## src/rtl/wb_arbiter_if.sv

```systemverilog
// Write-back arbiter bus: ALU and long-path results, issue/decode scoreboard queries,
// and the register file write port.
interface wb_arbiter_if #(
    parameter int unsigned DEPTH = 4
);
    localparam int unsigned CNT_W = $clog2(DEPTH) + 1;

    logic             alu_valid;
    logic [4:0]       alu_rd;
    logic [31:0]      alu_data;
    logic             lp_valid;
    logic             lp_ready;
    logic [4:0]       lp_rd;
    logic [31:0]      lp_data;
    logic             issue_valid;
    logic [4:0]       issue_rd;
    logic [4:0]       rs1_addr;
    logic [4:0]       rs2_addr;
    logic             busy_rs1;
    logic             busy_rs2;
    logic             busy_rd;
    logic             alu_hold;
    logic [4:0]       rd_addr;
    logic [31:0]      rd_data;
    logic             rd_wren;
    logic [CNT_W-1:0] fifo_count;
    logic             err;

    modport master (
        output alu_valid, alu_rd, alu_data, lp_valid, lp_rd, lp_data,
               issue_valid, issue_rd, rs1_addr, rs2_addr,
        input  lp_ready, busy_rs1, busy_rs2, busy_rd, alu_hold,
               rd_addr, rd_data, rd_wren, fifo_count, err
    );

    modport slave (
        input  alu_valid, alu_rd, alu_data, lp_valid, lp_rd, lp_data,
               issue_valid, issue_rd, rs1_addr, rs2_addr,
        output lp_ready, busy_rs1, busy_rs2, busy_rd, alu_hold,
               rd_addr, rd_data, rd_wren, fifo_count, err
    );
endinterface

```

## src/rtl/wb_arbiter.sv

```systemverilog
// Write-back arbiter: sole owner of the register file write port, merging ALU results with
// buffered long-latency results, plus a pending-write scoreboard and starvation bound.
module wb_arbiter #(
    parameter int unsigned DEPTH        = 4,
    parameter int unsigned STARVE_LIMIT = 4
) (
    input logic         i_clk,
    input logic         i_reset,
    wb_arbiter_if.slave bus
);
    localparam int unsigned PTR_W = $clog2(DEPTH);
    localparam int unsigned CNT_W = PTR_W + 1;
    localparam int unsigned SC_W  = $clog2(STARVE_LIMIT + 1);

    typedef struct packed {
        logic [4:0]  rd;
        logic [31:0] data;
    } wb_entry_t;

    wb_entry_t        fifo_q [DEPTH];
    logic [PTR_W-1:0] head_q, head_d;
    logic [PTR_W-1:0] tail_q, tail_d;
    logic [CNT_W-1:0] count_q, count_d;
    logic [31:0]      sb_q, sb_d;
    logic [SC_W-1:0]  starve_q, starve_d;
    logic             err_q, err_d;

    wb_entry_t        head_c;
    logic             empty_c, full_c, hold_c, alu_sel_c, push_c, pop_c;

    // Arbitration: ALU wins unless held; otherwise the FIFO head drains.
    always_comb begin
        head_c    = fifo_q[head_q];
        empty_c   = (count_q == '0);
        full_c    = (count_q == CNT_W'(DEPTH));
        hold_c    = (starve_q == SC_W'(STARVE_LIMIT));
        alu_sel_c = bus.alu_valid && !hold_c;
        pop_c     = !alu_sel_c && !empty_c;
        push_c    = bus.lp_valid && !full_c;
    end

    // Write port mux; rd=0 results still consume their slot but never write.
    always_comb begin
        bus.rd_addr = '0;
        bus.rd_data = '0;
        if (alu_sel_c) begin
            bus.rd_addr = bus.alu_rd;
            bus.rd_data = bus.alu_data;
        end else if (!empty_c) begin
            bus.rd_addr = head_c.rd;
            bus.rd_data = head_c.data;
        end
        bus.rd_wren    = (alu_sel_c || !empty_c) && (bus.rd_addr != 5'd0);
        bus.lp_ready   = !full_c;
        bus.alu_hold   = hold_c;
        bus.busy_rs1   = sb_q[bus.rs1_addr];
        bus.busy_rs2   = sb_q[bus.rs2_addr];
        bus.busy_rd    = sb_q[bus.issue_rd];
        bus.fifo_count = count_q;
        bus.err        = err_q;
    end

    // Next-state: pointers, occupancy, scoreboard, starvation counter, sticky error.
    always_comb begin
        head_d  = head_q;
        tail_d  = tail_q;
        count_d = count_q;
        if (push_c) tail_d = tail_q + PTR_W'(1);
        if (pop_c)  head_d = head_q + PTR_W'(1);
        case ({push_c, pop_c})
            2'b10:   count_d = count_q + CNT_W'(1);
            2'b01:   count_d = count_q - CNT_W'(1);
            default: count_d = count_q;
        endcase

        // A clear and a set of the same register in one cycle leaves it set.
        sb_d = sb_q;
        if (pop_c) sb_d[head_c.rd] = 1'b0;
        if (bus.issue_valid && (bus.issue_rd != 5'd0)) sb_d[bus.issue_rd] = 1'b1;
        sb_d[0] = 1'b0;

        starve_d = starve_q;
        if (pop_c || empty_c) starve_d = '0;
        else if (alu_sel_c)   starve_d = starve_q + SC_W'(1);

        err_d = err_q
              | (bus.alu_valid && hold_c)
              | (alu_sel_c && (bus.alu_rd != 5'd0) && sb_q[bus.alu_rd])
              | (bus.issue_valid && sb_q[bus.issue_rd]);
    end

    always_ff @(posedge i_clk or negedge i_reset) begin
        if (!i_reset) begin
            head_q   <= '0;
            tail_q   <= '0;
            count_q  <= '0;
            sb_q     <= '0;
            starve_q <= '0;
            err_q    <= 1'b0;
        end else begin
            head_q   <= head_d;
            tail_q   <= tail_d;
            count_q  <= count_d;
            sb_q     <= sb_d;
            starve_q <= starve_d;
            err_q    <= err_d;
        end
    end

    // Storage needs no reset: occupancy alone decides what is valid.
    always_ff @(posedge i_clk) begin
        if (push_c) fifo_q[tail_q] <= '{rd: bus.lp_rd, data: bus.lp_data};
    end

endmodule

```

## src/flat_wrapper.sv

```systemverilog
// flat-port wrapper written by rule: the top's interface ports become plain ports
module wb_arbiter_flat 
#(
    parameter int unsigned DEPTH        = 4,
    parameter int unsigned STARVE_LIMIT = 4
)
  (i_clk, i_reset, bus_alu_valid, bus_alu_rd, bus_alu_data, bus_lp_valid, bus_lp_rd, bus_lp_data, bus_issue_valid, bus_issue_rd, bus_rs1_addr, bus_rs2_addr, bus_lp_ready, bus_busy_rs1, bus_busy_rs2, bus_busy_rd, bus_alu_hold, bus_rd_addr, bus_rd_data, bus_rd_wren, bus_fifo_count, bus_err);
  wb_arbiter_if #(.DEPTH(DEPTH)) bus_i ();
  input logic i_clk;
  input logic i_reset;
  input wire logic [$bits(bus_i.alu_valid)-1:0] bus_alu_valid;
  input wire logic [$bits(bus_i.alu_rd)-1:0] bus_alu_rd;
  input wire logic [$bits(bus_i.alu_data)-1:0] bus_alu_data;
  input wire logic [$bits(bus_i.lp_valid)-1:0] bus_lp_valid;
  input wire logic [$bits(bus_i.lp_rd)-1:0] bus_lp_rd;
  input wire logic [$bits(bus_i.lp_data)-1:0] bus_lp_data;
  input wire logic [$bits(bus_i.issue_valid)-1:0] bus_issue_valid;
  input wire logic [$bits(bus_i.issue_rd)-1:0] bus_issue_rd;
  input wire logic [$bits(bus_i.rs1_addr)-1:0] bus_rs1_addr;
  input wire logic [$bits(bus_i.rs2_addr)-1:0] bus_rs2_addr;
  output wire logic [$bits(bus_i.lp_ready)-1:0] bus_lp_ready;
  output wire logic [$bits(bus_i.busy_rs1)-1:0] bus_busy_rs1;
  output wire logic [$bits(bus_i.busy_rs2)-1:0] bus_busy_rs2;
  output wire logic [$bits(bus_i.busy_rd)-1:0] bus_busy_rd;
  output wire logic [$bits(bus_i.alu_hold)-1:0] bus_alu_hold;
  output wire logic [$bits(bus_i.rd_addr)-1:0] bus_rd_addr;
  output wire logic [$bits(bus_i.rd_data)-1:0] bus_rd_data;
  output wire logic [$bits(bus_i.rd_wren)-1:0] bus_rd_wren;
  output wire logic [$bits(bus_i.fifo_count)-1:0] bus_fifo_count;
  output wire logic [$bits(bus_i.err)-1:0] bus_err;
  assign bus_i.alu_valid = bus_alu_valid;
  assign bus_i.alu_rd = bus_alu_rd;
  assign bus_i.alu_data = bus_alu_data;
  assign bus_i.lp_valid = bus_lp_valid;
  assign bus_i.lp_rd = bus_lp_rd;
  assign bus_i.lp_data = bus_lp_data;
  assign bus_i.issue_valid = bus_issue_valid;
  assign bus_i.issue_rd = bus_issue_rd;
  assign bus_i.rs1_addr = bus_rs1_addr;
  assign bus_i.rs2_addr = bus_rs2_addr;
  assign bus_lp_ready = bus_i.lp_ready;
  assign bus_busy_rs1 = bus_i.busy_rs1;
  assign bus_busy_rs2 = bus_i.busy_rs2;
  assign bus_busy_rd = bus_i.busy_rd;
  assign bus_alu_hold = bus_i.alu_hold;
  assign bus_rd_addr = bus_i.rd_addr;
  assign bus_rd_data = bus_i.rd_data;
  assign bus_rd_wren = bus_i.rd_wren;
  assign bus_fifo_count = bus_i.fifo_count;
  assign bus_err = bus_i.err;
  wb_arbiter #(.DEPTH(DEPTH), .STARVE_LIMIT(STARVE_LIMIT)) u_core (.i_clk(i_clk), .i_reset(i_reset), .bus(bus_i));
endmodule
```

## config.mk

```make
export PLATFORM = sky130hd
export DESIGN_NAME = wb_arbiter_flat
export DESIGN_NICKNAME = d
export VERILOG_FILES = /design/src/rtl/wb_arbiter_if.sv /design/src/rtl/wb_arbiter.sv /design/src/flat_wrapper.sv
export SDC_FILE = /design/constraint.sdc
export NUM_CORES = 1
export LEC_CHECK = 0
export ABC_AREA = 0
export BUFFER_PORTS_ARGS = -buffer_cell sky130_fd_sc_hd__clkbuf_2
export CORE_AREA = 2 2 161 163
export DETAILED_ROUTE_END_ITERATION = 10
export DIE_AREA = 0 0 163 165
export PLACE_DENSITY_LB_ADDON = 0.08
export SYNTH_ARGS = -nofsm -noshare
export SYNTH_HDL_FRONTEND = slang
export SYNTH_SLANG_ARGS = --single-unit
```

## constraint.sdc

```tcl
create_clock -name i_clk -period 3 [get_ports i_clk]
set_clock_uncertainty 0.2 [all_clocks]
set_input_delay 0 -clock i_clk [delete_from_list [all_inputs] [get_ports i_clk]]
set_output_delay 0 -clock i_clk [all_outputs]
set_load 0.1 [all_outputs]
```

Word level (Yosys, flattened, before mapping). Memory sizes are Yosys's and may differ from the RTL's. Cells that the tools add are included.

Memories kept: 1. Input port bits: 94. Register bits after elaboration: 42. Bits in writable memories: 148. Logic and storage cells: 75. Output and inout port bits: 47.

Magnitude comparators: 7. Multiplexer cells: 23. Eq/ne operators: 4. Reduce and logical (&&, ||, !) cells: 23. Add/sub/neg operators: 5. Bitwise operators: 6.

Memories: u_core.fifo_q (depth 4, width 37, rd ports 1, clocked after Yosys merged registers in 0, wr ports 1, line wb_arbiter.sv:20) `wb_entry_t fifo_q [DEPTH];`.

Operator list (count): two-way mux 32 bit (4); bitwise AND 32 bit (1); NOT 32 bit (1); bitwise OR 32 bit (1); less-than comparator 5 x 6 -> 1 bit (second input constant) (5); binary-select mux 1 bit (select 5 bit) (4); nonzero test 5 bit (3); logical AND 1 bit (11); demux 1 bit (select 5 bit) (2); >= comparator 5 x 1 -> 1 bit (second input constant) (2); two-way mux 5 bit (2); two-way mux 1 bit (8); adder 3 x 1 -> 3 bit (second input constant) (2); == test 3 bit (second input constant) (2); two-way mux 3 bit (2); one-hot mux 3 bit (2 select lines) (1); adder 2 x 1 -> 2 bit (second input constant) (2); logical NOT 1 bit (4); nonzero test 2 bit (2); logical NOT 3 bit (1); bitwise OR 1 bit (3); subtractor 3 x 1 -> 3 bit (second input constant) (1); == test 2 x 1 -> 1 bit (second input constant) (1); == test 2 bit (second input constant) (1); logical OR 1 bit (2).

Logic depth before layout (Yosys ltp). Gate-level depths: netlist (run 1). An unclocked memory read counts as a cell.

Depth after elaboration: 10. Gate-level depth with buffers: 13. Depth with buffers taken out: 11.

Worst setup path before layout (run 1). OpenSTA, ideal clock, no wires.

Path type: register to register. Start: register u_core.count_q[2], in the netlist u_core.bus.fifo_count[2]. End: register u_core.count_q[2], in the netlist u_core.bus.fifo_count[2]. Period minus slack after synthesis: 3.827 ns. Arrival: 3.465 ns. Slack: -0.827 ns. Stages on the path, launching flop included: 10. Required time: 2.638 ns. Path buffers: 0. Setup time: 0.162 ns. Cells stage by stage: dfrtp_1 nand3_1 and2_1 inv_1 ha_1 inv_1 fa_1 xor2_1 nor2_1 xor2_1.

Word-level cells in the longest chain between the ends: 5. Elaborated cells between the ends (all ways): 12. Those cells by class: 2 x add/sub; 3 x eq/ne; 1 x mux; 6 x reduce/logical.

Ends and longest elaborated chain: start, declared (line wb_arbiter.sv:23) `logic [CNT_W-1:0] count_q, count_d;`; start signal, assigned (line wb_arbiter.sv:103) `count_q <= count_d;`; == test 3 bit * (line wb_arbiter.sv:35) `full_c = (count_q == CNT_W'(DEPTH));`; logical NOT 1 bit *; net bus_lp_ready (line flat_wrapper.sv:21) `output wire logic [$bits(bus_i.lp_ready)-1:0] bus_lp_ready;`; logical AND 1 bit * (line wb_arbiter.sv:39) `push_c = bus.lp_valid && !full_c;`; == test 2 x 1 -> 1 bit or == test 2 bit (tied branches) (line wb_arbiter.sv:70) `case ({push_c, pop_c})`; one-hot mux 3 bit (2 select lines) or nonzero test 2 bit (tied branches).

Mark *: on every way through the listed nets, which the timed path passes. The rest lies on a longest branch. A chain may end at the register's enable or synchronous reset.

Worst setup path after layout (run 1).
Start: register u_core.sb_q[4]. End: register u_core.err_q, in the netlist u_core.bus.err.

Word-level cells in the longest chain between the ends: 5. Elaborated cells between the ends (all ways): 8. Those cells by class: 4 x mux; 2 x bitwise; 2 x reduce/logical.

Ends and longest elaborated chain: start, declared (line wb_arbiter.sv:24) `logic [31:0] sb_q, sb_d;`; start signal, assigned (line wb_arbiter.sv:97) `sb_q <= '0;`; start signal, assigned (line wb_arbiter.sv:104) `sb_q <= sb_d;`; binary-select mux 1 bit (select 5 bit) (line wb_arbiter.sv:88) `| (alu_sel_c && (bus.alu_rd != 5'd0) && sb_q[bus.alu_rd])`; two-way mux 1 bit (not written as such) (line wb_arbiter.sv:88); logical AND 1 bit (line wb_arbiter.sv:88); bitwise OR 1 bit (line wb_arbiter.sv:88); bitwise OR 1 bit * (line wb_arbiter.sv:89) `| (bus.issue_valid && sb_q[bus.issue_rd]);`; net u_core.err_d (line wb_arbiter.sv:26) `logic err_q, err_d;`; end signal, assigned (line wb_arbiter.sv:106) `err_q <= err_d;`; end, declared (line wb_arbiter.sv:26).

Mark *: on every way through the listed nets, which the timed path passes. The rest lies on a longest branch. The select of a mux whose other input is x is not followed.

==> results of run 1 <==
## power by group through the flow
stage          sequential [uW]  clock [uW]  combinational [uW]
3_5_place_dp              4070           0                5240
3_3_place_gp              4000           0                5230
6_report                  4000        2300                5320
5_1_grt                   4080        2470                5660
4_1_cts                   4010        2360                5310
2_1_floorplan             4000           0                3880
## placed cells by master, fill, tap and decap left out, drive strengths merged, types with 2 or more instances in the layout
cell type	instances
a221oi	2
a22o	37
and2	3
and3	5
buf	62
clkbuf	119
clkinv	3
dfrtp	42
dlygate4sd3	46
edfxtp	148
ha	7
inv	20
mux2	6
mux2i	10
mux4	67
nand2	20
nand2b	6
nand3	9
nand3b	3
nor2	8
nor2b	8
nor3b	2
nor4	2
o21ai	68
or3	3
xnor2	5
xor2	2
## metrics by stage
stage               setup WS, ns  area (um2)    util   TNS, ns  hold slack (ns)
floorplan               -0.02990        8645       -  -0.02990          -0.4956
CTS                      0.03860       10980  0.4386         0          0.03965
detailed placement        0.5530        9891  0.3951         0          -0.1341
finish                   0.06547       11020  0.4402         0          0.03686
global placement          0.5886        9891  0.3951         0          -0.1493
global route            -0.01068       11020  0.4402  -0.01068          0.08880
## state kept, by name, summed over array words and instances (netlist names)
name and flops:
u_core.fifo_q 148, u_core.sb_q 31, u_core.tail_q 2, u_core.starve_q 3, u_core.bus.err 1, u_core.bus.fifo_count 3
u_core.head_q 2
## path summary, 6_finish.rpt
path / endpoint / slack [ns] / depth (start not counted)
setup / recovery: u_core.bus.err / 0.07 / 6
hold / removal: u_core.head_q[0] / 0.04 / 4
setup reg to reg: u_core.bus.err / 0.07 / 6
hold reg to reg: u_core.starve_q[0] / 0.26 / 1
max in group asynchronous: u_core.head_q[1] / 1.80 / 4
min in group asynchronous: u_core.sb_q[4] / 0.49 / 4
## worst register-to-register path: cells and delay by family (launching register included)
kind / cells / cell delay, ns
buf+inv: 1 / 0.55
compound gates: 1 / 0.35
simple gates: 2 / 0.61
flops: 1 / 0.43
mux: 2 / 0.69
## area by class of cell
class | instances | area share
Inverter | 10 | 0.003406
Multi-Input combinational cell | 282 | 0.2710
Timing Repair Buffer | 210 | 0.1337
Sequential cell | 190 | 0.4991
Clock buffer | 17 | 0.03860
Clock inverter | 15 | 0.01669
Tap cell | 330 | 0.03746
## timing repair
action | 4_1_cts | 5_1_grt
buffers inserted | 0 | 6
endpoints found under the hold margin | 223 | 0
setup endpoints to repair | 0 | 1
hold buffers | 47 | 0
gates resized for setup | 0 | 3
## cell families after synthesis
group	count (synthesis)	synth area share
flip-flops	190	0.6369
AND/OR/NAND/NOR	72	0.04408
XOR/XNOR	7	0.007106
multiplexers	83	0.1965
adder cells (fa/ha/maj)	8	0.01247
AO/OA/AOI/OAI	112	0.08367
buffers and inverters	40	0.01929
## metal layers
layer  vias to the layer above  share of wire  track usage
li1                       2494              -            -
met1                      2823           0.42       0.2254
met2                       234           0.50       0.2914
met3                        27          0.064      0.03867
met4                         0          0.016      0.05390
met5                         -              0            0
==> out/metrics.cfg, run 1 <==
[pwr]
p_leak_uw = 0.004119
switching_share = 0.4331
vdd_drop_max_uv = 562.9
p_comb_frac = 0.457
p_sw_uw = 5032
p_seq_frac = 0.344
total_power_uw = 11620
clkPwrFrac = 0.198
power.internal_uw = 6587
p_per_area_nw_per_um2 = 1054

[place]
routabilityCongestion = 0.8204
dp_hpwl_mm = 15.12
place.port_buffers = 140
post-place-cells = 969

[critical_path]
startpoint_type = flop
startpoint = u_core.sb_q[4]
path_cells = mux4_2 > mux2i_2 > nor3b_1 > or4_4 > a221o_1 > dlygate4sd3_1
path_class = reg2reg
end_kind = flop
critPathArrivalTime_ns = 3.05
critPathRequiredTime_ns = 3.12
cpPeakStageDelay_ns = 0.55
cpMaxStageDelayCell = dlygate4sd3_1
cp_max_fo = 5
r2r-start = u_core.sb_q[4]
critPathTopFamily = multiplexers
cp_num_buf_inv = 1

[synthesis]
synth_common_cells = 148 x edfxtp_1, 68 x o21ai_0, 63 x mux4_2
syn_area_per_cell_um2 = 16.85
synthArstFlopShare = 0.2211
synth_area_leaders = edfxtp_1 52%, mux4_2 16%, dfrtp_1 12%
yosysMostFrequentCell = edfxtp_1
synth_edf_count = 148
synthFlopType = edfxtp_1
synth_nets = 614
synth_top_area_share = 0.5151
seq_area_frac_synth = 0.6369
syn_inst = 512
ys_types = 38
yosys.area.top_type = edfxtp_1
syn_area_um2 = 8628
synth_seq_cells = 190
ys_warn_count = 0

[sta]
slew_viol_final = 0
period_share = 0.9782
min_period_ns = 2.935
fmax_mhz = 340.8
hold_viol = 0
setup_violations = 0
worstMarginPinSlew_ns = 0.6013
max-slew-margin-rel = 0.5992

[routing]
drt_first_pass_iters = 5
antenna_left = 0
first_iter_violations = 408
via_count = 5578
drc = 0
drt_wl_total_mm = 22.46
wl_per_cell_um = 21.31
drt-vias-per-instance = 5.292

[grt]
grt_pass1_vias = 5900
grt_first_pass_wirelength_mm = 34.44
grtUsageTotal = 0.1734
antenna_found_initial = 0
grt_max_degree = 41
grt_overflow = 0

[layout]
multi_input_area_um2 = 2987
fillers = 2264
insertedDiodeCount = 0
area_growth_pct = 27.74
layout-drive-gt1-share = 0.3909
regArea_um2 = 5502
fin_nets = 813
final_cells = 1054

[floorplan]
die-area_um2 = 26900
die_h_um = 165
row_count = 58
die_x_um = 163
start_util = 0.3446
coreArea_um2 = 25040
top_level_ports = 141

[clock_tree]
clock-root-buffer = clkbuf_16
cts_tree = built
clockBufferDepth = 2
worstSkewPairLatency_ns = 0.42
clkTransAtPathRegs_ns = 0.08
cts.sinks = 190
htreeDepth = 4
cts_buffers = 17

[flow_run]
cap_violations = 0

[hold_path]
worstHoldPathType = in2reg
hp-start = bus_alu_valid

[status]
status = completed

No activity file was read; power rests on OpenSTA's default activity.
==> run 2, diff against run 1 <==
==> constraint.sdc (replaced) <==
create_clock -name i_clk -period 3 [get_ports i_clk]
set_clock_uncertainty 0.2 [all_clocks]
set_input_delay 0.9 -clock i_clk [delete_from_list [all_inputs] [get_ports i_clk]]
set_output_delay 0.9 -clock i_clk [all_outputs]
set_load 0.1 [all_outputs]
==> run 2 against run 1 <==
Net effect: the flow now finishes with violations (setup timing); worst setup slack lost 0.64 ns; sequential cell count is the same; count of clock-buffer cells in the layout is the same; sequential share of layout area shrank 4.8 points; worst hold slack gained 0.31 ns; first-iteration DRC count shrank 7.1%; cell count grew 1.5%; critical endpoint is now bus_busy_rd; highest routed layer unchanged.
==> out/metrics.cfg, run 2 (synthesis gave the netlist of run 1 again) <==
[status]
status = complete, but fails checks
violations = setup timing

[place]
post-place-ws_ns = -0.8216  ; -1.375 ns
post-place-cells = 1013  ; +4.5%
dp_hpwl_mm = 15.88  ; +5.0%
routabilityCongestion = 0.8162  ; -0.51%
place_area_um2 = 11110  ; +12%
place.port_buffers = 140  ; unchanged

[layout]
layout_commonest_cell = edfxtp_1
layout-drive-gt1-share = 0.5237  ; +0.1328
area_growth_pct = 41.27
fin_nets = 828  ; +1.8%
design_area_um2 = 12190  ; +11%
fillers = 2150  ; -5.0%
top_regs = u_core.fifo_q: 148 flops, u_core.sb_q: 31 flops
multi_input_area_um2 = 3363  ; +13%
regArea_um2 = 5502  ; unchanged
largest_reg_flops = 148  ; unchanged
final_util = 0.4869  ; +0.04663
final_cell_mix = 148 x edfxtp_1, 96 x clkbuf_2, 68 x o21ai_0, 66 x mux4_2, 56 x buf_4
regMostFlops = u_core.fifo_q
final_cells = 1070  ; +1.5%

[sta]
max-slew-margin-rel = 0.6051  ; +0.005971
rsz0062_at_grt = yes
min_period_ns = 3.574  ; +0.6390 ns
slew_viol_final = 0  ; unchanged
setup_violations = 41  ; +41
hold_viol = 0  ; unchanged
fmax_mhz = 279.8  ; -18%
fin_ws_ns = -0.5735  ; -0.6390 ns
worstMarginPinSlew_ns = 0.5923  ; -0.008956 ns
period_share = 1.191  ; +0.2130

[critical_path]
critPathArrivalTime_ns = 2.47  ; -0.58 ns
path_class = in2out
end_kind = output pin
critPathRequiredTime_ns = 1.90  ; -1.22 ns
cp_max_fo = 5  ; unchanged
startpoint_type = input pin

[pwr]
switching_share = 0.4113  ; -0.02180
vdd_drop_max_uv = 736.2  ; +31%
p_seq_frac = 0.305  ; -0.039
clkPwrFrac = 0.168  ; -0.030
p_leak_uw = 0.004657  ; +13%
total_power_uw = 13210  ; +14%
p_comb_frac = 0.528  ; +0.071
p_sw_uw = 5431  ; +7.9%
p_per_area_nw_per_um2 = 1083  ; +2.8%
power.internal_uw = 7774  ; +18%

[routing]
drt_wl_total_mm = 22.71  ; +1.1%
via_count = 5686  ; +1.9%
drc = 0  ; unchanged
drt-vias-per-instance = 5.314  ; +0.41%
first_iter_violations = 379  ; -7.1%
wl_per_cell_um = 21.22  ; -0.43%
drt_first_pass_iters = 6  ; +1
antenna_left = 0  ; unchanged

[clock_tree]
worstSkewPairLatency_ns = 0.43  ; about the same
cts_tree = built
cts_buffers = 17  ; unchanged
clock-root-buffer = clkbuf_16
cts.sinks = 190  ; unchanged
cts.hold.buffers_added = 0  ; -100%
htreeDepth = 4  ; unchanged
clkTransAtPathRegs_ns = 0.07  ; about the same
clockBufferDepth = 2  ; unchanged

[floorplan]
start_util = 0.3446  ; unchanged
row_count = 58  ; unchanged
coreArea_um2 = 25040  ; unchanged
die_h_um = 165  ; unchanged
top_level_ports = 141  ; unchanged
die-area_um2 = 26900  ; unchanged
die_x_um = 163  ; unchanged

[flow_run]
cap_violations = 0  ; unchanged

[grt]
grt_max_degree = 43  ; +4.9%
grtUsageTotal = 0.1758  ; +0.002393
grt_first_pass_wirelength_mm = 34.87  ; +1.2%
grt_overflow = 0  ; unchanged
grt_pass1_vias = 5998  ; +1.7%
antenna_found_initial = 1  ; +1

[hold_path]
worstHoldPathType = in2async

## run 2: cell types whose count changed in the layout (fill, tap and decap cells not counted), sizes merged
| cell | delta |
|---|---|
| inv | -3 |
| bufinv | -1 |
| clkinv | +3 |
| clkinvlp | +1 |
| bufbuf | +1 |
| diode | +1 |
| dlygate4sd3 | -46 |
| clkbuf | -1 |
| buf | +61 |
## run 2: critical path, stage by stage
cell,delay [ns]
clkbuf_16,0.12
mux4_2,0.48
mux2i_1,0.15
nor2_1,0.06
or4_4,0.57
buf_12,0.19
## run 2: final cells by class
class,instances,area share
diodes,1,0.0002053
clock buffers,17,0.03490
multi-input cells,282,0.2759
flip-flops and latches,190,0.4513
clock inverters,15,0.01386
inverters,10,0.003695
well taps,330,0.03387
repair buffers,225,0.1862
## run 2: final timing paths
| kind | slack (ns) | startpoint | depth (start not counted) | end |
|---|---|---|---|---|
| hold / removal | 0.35 | i_reset | 2 | u_core.sb_q[1] |
| setup reg to reg | 0.47 | u_core.head_q[0] | 8 | u_core.sb_q[1] |
| setup / recovery | -0.57 | bus_issue_rd[0] | 6 | bus_busy_rd |
| max in group asynchronous | 1.80 | i_reset | 2 | u_core.head_q[0] |
| hold reg to reg | 0.37 | u_core.bus.fifo_count[0] | 2 | u_core.bus.fifo_count[0] |
| min in group i_clk | 0.37 | u_core.bus.fifo_count[0] | 2 | u_core.bus.fifo_count[0] |
## run 2: timing repair
action / in CTS / in global routing
gates resized for setup: 44 / 11
pin swaps: 11 / 14
setup endpoints to repair: 41 / 41
gates cloned: 4 / 1
buffers inserted: 14 / 10
## run 2: stage by stage
step | hold WS (ns) | setup TNS, ns
global route | 0.3865 | -18.80
floorplan | 0.2291 | -4.879
CTS | 0.3486 | -14.83
global placement | 0.2409 | -10.10
finish | 0.3493 | -15.87
detailed placement | 0.2528 | -9.543
## run 2: power by group through the flow
| stage | combinational, uW | clock [uW] | sequential, uW |
|---|---|---|---|
| 2_1_floorplan | 4340 | 0 | 4010 |
| 3_3_place_gp | 6440 | 0 | 4060 |
| 3_5_place_dp | 6510 | 0 | 4080 |
| 4_1_cts | 6870 | 2280 | 4030 |
| 5_1_grt | 7360 | 2380 | 4090 |
| 6_report | 6970 | 2210 | 4020 |
## run 2: layer usage
metal	GRT usage	wire [um]
met1	0.2379	10060
met2	0.2833	10920
met3	0.04093	1387
met4	0.05471	341
met5	0	0
==> run 3, diff against run 2 <==
Settings changed: CORE_AREA 2 2 161 163 to 2 2 142 144, DIE_AREA 0 0 163 165 to 0 0 144 146.
Clock period 3 ns to 3.27 ns, I/O delays scaled along.
==> run 3 against run 2 <==
Net effect: the flow still finishes with violations (setup timing); register-to-register slack improved by 0.21 ns; combinational power decreased by 9.2%; worst setup slack improved by 0.061 ns; routed wire length decreased by 6.0%; critical path depth decreased by 1; critical path type unchanged; highest routed layer unchanged.
==> out/metrics.cfg, run 3 (synthesis gave the netlist of run 1 again) <==
[critical_path]
reg2reg_slack_ns = 0.68  ; +0.21 ns
r2r-start = u_core.starve_q[1]
critPathArrivalTime_ns = 2.60  ; +0.13 ns
cp_max_fo = 8  ; +3
cp_common_cell = mux4_2
reg2regPathDepth = 14  ; +6
path_class = in2out
reg2reg_to = u_core.bus.fifo_count[2]
cpMaxStageDelayCell = mux4_2
end_kind = output pin
cpPeakStageDelay_ns = 0.52  ; -0.05 ns
critPathRequiredTime_ns = 2.09  ; +0.19 ns
path_cells = clkbuf_16 > mux4_2 > mux4_2 > mux2_4 > buf_12
startpoint_type = input pin
startpoint = bus_rs2_addr[0]

[grt]
grt_overflow = 0  ; unchanged
grt_max_degree = 43  ; unchanged
antenna_found_initial = 1  ; unchanged
grtUsageTotal = 0.2147  ; +0.03881
grt_pass1_vias = 6019  ; +0.35%
grt_first_pass_wirelength_mm = 33.67  ; -3.4%

[place]
post-place-cells = 940  ; -7.2%
routabilityCongestion = 0.8651  ; +6.0%
dp_hpwl_mm = 14.97  ; -5.7%
place.port_buffers = 140  ; unchanged
post-place-ws_ns = -0.6990  ; +0.1226 ns
place_area_um2 = 11010  ; -0.87%

[floorplan]
top_level_ports = 141  ; unchanged
row_count = 51  ; -12%
start_util = 0.4463  ; +0.1016
die_x_um = 144  ; -12%
coreArea_um2 = 19330  ; -23%
die-area_um2 = 21020  ; -22%
die_h_um = 146  ; -12%

[layout]
top_regs = u_core.fifo_q: 148 flops, u_core.sb_q: 31 flops
design_area_um2 = 12060  ; -1.1%
layout-drive-gt1-share = 0.5158  ; -0.007906
final_cells = 994  ; -7.1%
final_util = 0.6236  ; +0.1368
area_growth_pct = 39.75
layout_commonest_cell = edfxtp_1
fin_nets = 818  ; -1.2%
regMostFlops = u_core.fifo_q
final_cell_mix = 148 x edfxtp_1, 95 x clkbuf_2, 68 x o21ai_0, 66 x mux4_2, 56 x buf_12
fillers = 1446  ; -33%
largest_reg_flops = 148  ; unchanged
insertedDiodeCount = 0  ; -1

[sta]
max-slew-margin-rel = 0.6078  ; +0.002656
slew_viol_final = 0  ; unchanged
setup_violations = 37  ; -9.8%
worstMarginPinSlew_ns = 0.5883  ; -0.003984 ns
fmax_mhz = 264.4
rsz0062_at_grt = yes
fin_ws_ns = -0.5127  ; +0.06086 ns
hold_viol = 0  ; unchanged
period_share = 1.157
min_period_ns = 3.783

[clock_tree]
cts_tree = built
cts_buffers = 17  ; unchanged
cts.sinks = 190  ; unchanged
htreeDepth = 4  ; unchanged
clock-root-buffer = clkbuf_16
worstSkewPairLatency_ns = 0.44  ; about the same
clockBufferDepth = 2  ; unchanged
clkTransAtPathRegs_ns = 0.07  ; about the same
cts.hold.buffers_added = 0  ; unchanged

[pwr]
total_power_uw = 12050  ; -8.7%
p_per_area_nw_per_um2 = 999.7  ; -7.7%
p_leak_uw = 0.004614  ; -0.93%
vdd_drop_max_uv = 636.5  ; -14%

[hold_path]
min_to = u_core.starve_q[0]
worstHoldPathType = reg2reg
hold_depth = 1
hp-start = u_core.starve_q[0]

[status]
status = complete, but fails checks
violations = setup timing

[routing]
antenna_left = 0  ; unchanged
drt_wl_total_mm = 21.33  ; -6.0%
drc = 0  ; unchanged
drt_first_pass_iters = 5  ; -1
first_iter_violations = 527  ; +39%
drt-vias-per-instance = 5.677  ; +6.8%
wl_per_cell_um = 21.46  ; +1.1%
via_count = 5643  ; -0.76%

[flow_run]
cap_violations = 0  ; unchanged

run 3: power breakdown:
part	leakage (uW)	internal (uW)	total, uW	switching (uW)
Combinational	0.00246	2840	6330	3490
Sequential	0.00186	3260	3700	447
Clock	0.000292	1030	2020	990
run 3: metal layers:
metal  share of wire  track usage
met3           0.063      0.05035
met2            0.49       0.3433
met1            0.42       0.2945
met5               0            0
met4           0.019      0.06471
run 3: how the worst max path moves through the flow:
| stage | to | slack, ns | depth (start not counted) |
|---|---|---|---|
| final | bus_busy_rs2 | -0.51 | 5 |
| after global routing | bus_busy_rs2 | -0.54 | 5 |
| after CTS | bus_busy_rs2 | -0.51 | 5 |
| after detailed placement | bus_busy_rd | -0.70 | 6 |
| after global placement | bus_busy_rd | -0.67 | 6 |
| after floorplan | bus_busy_rs1 | -0.38 | 4 |
run 3: critical path, delay by kind of cell:
family	cells	cell delay, ns
multiplexers	3	1.32
buffers and inverters	2	0.30
run 3: stage by stage:
step | hold WS (ns) | setup TNS, ns
6_report | 0.2897 | -5.161
5_1_grt | 0.3009 | -7.247
3_5_place_dp | 0.2602 | -6.863
2_1_floorplan | 0.2297 | -1.374
4_1_cts | 0.2698 | -7.811
3_3_place_gp | 0.2428 | -6.281
run 3: repair_timing:
action	CTS	global route
setup buffers	22	6
endpoints found under the hold margin	0	0
gates resized for setup	50	20
endpoints found under the setup margin	41	41
pin swaps	9	26
cloned	2	1
run 3: final cells by class:
class | count | area [um2] | share of cell area
sequential | 190 | 5502 | 0.4563
clock inverter | 15 | 161.4 | 0.01339
tap | 265 | 331.6 | 0.02750
timing repair buffer | 215 | 2237 | 0.1855
inverter | 10 | 45.04 | 0.003736
multi-input combinational | 282 | 3356 | 0.2783
clock buffer | 17 | 425.4 | 0.03528
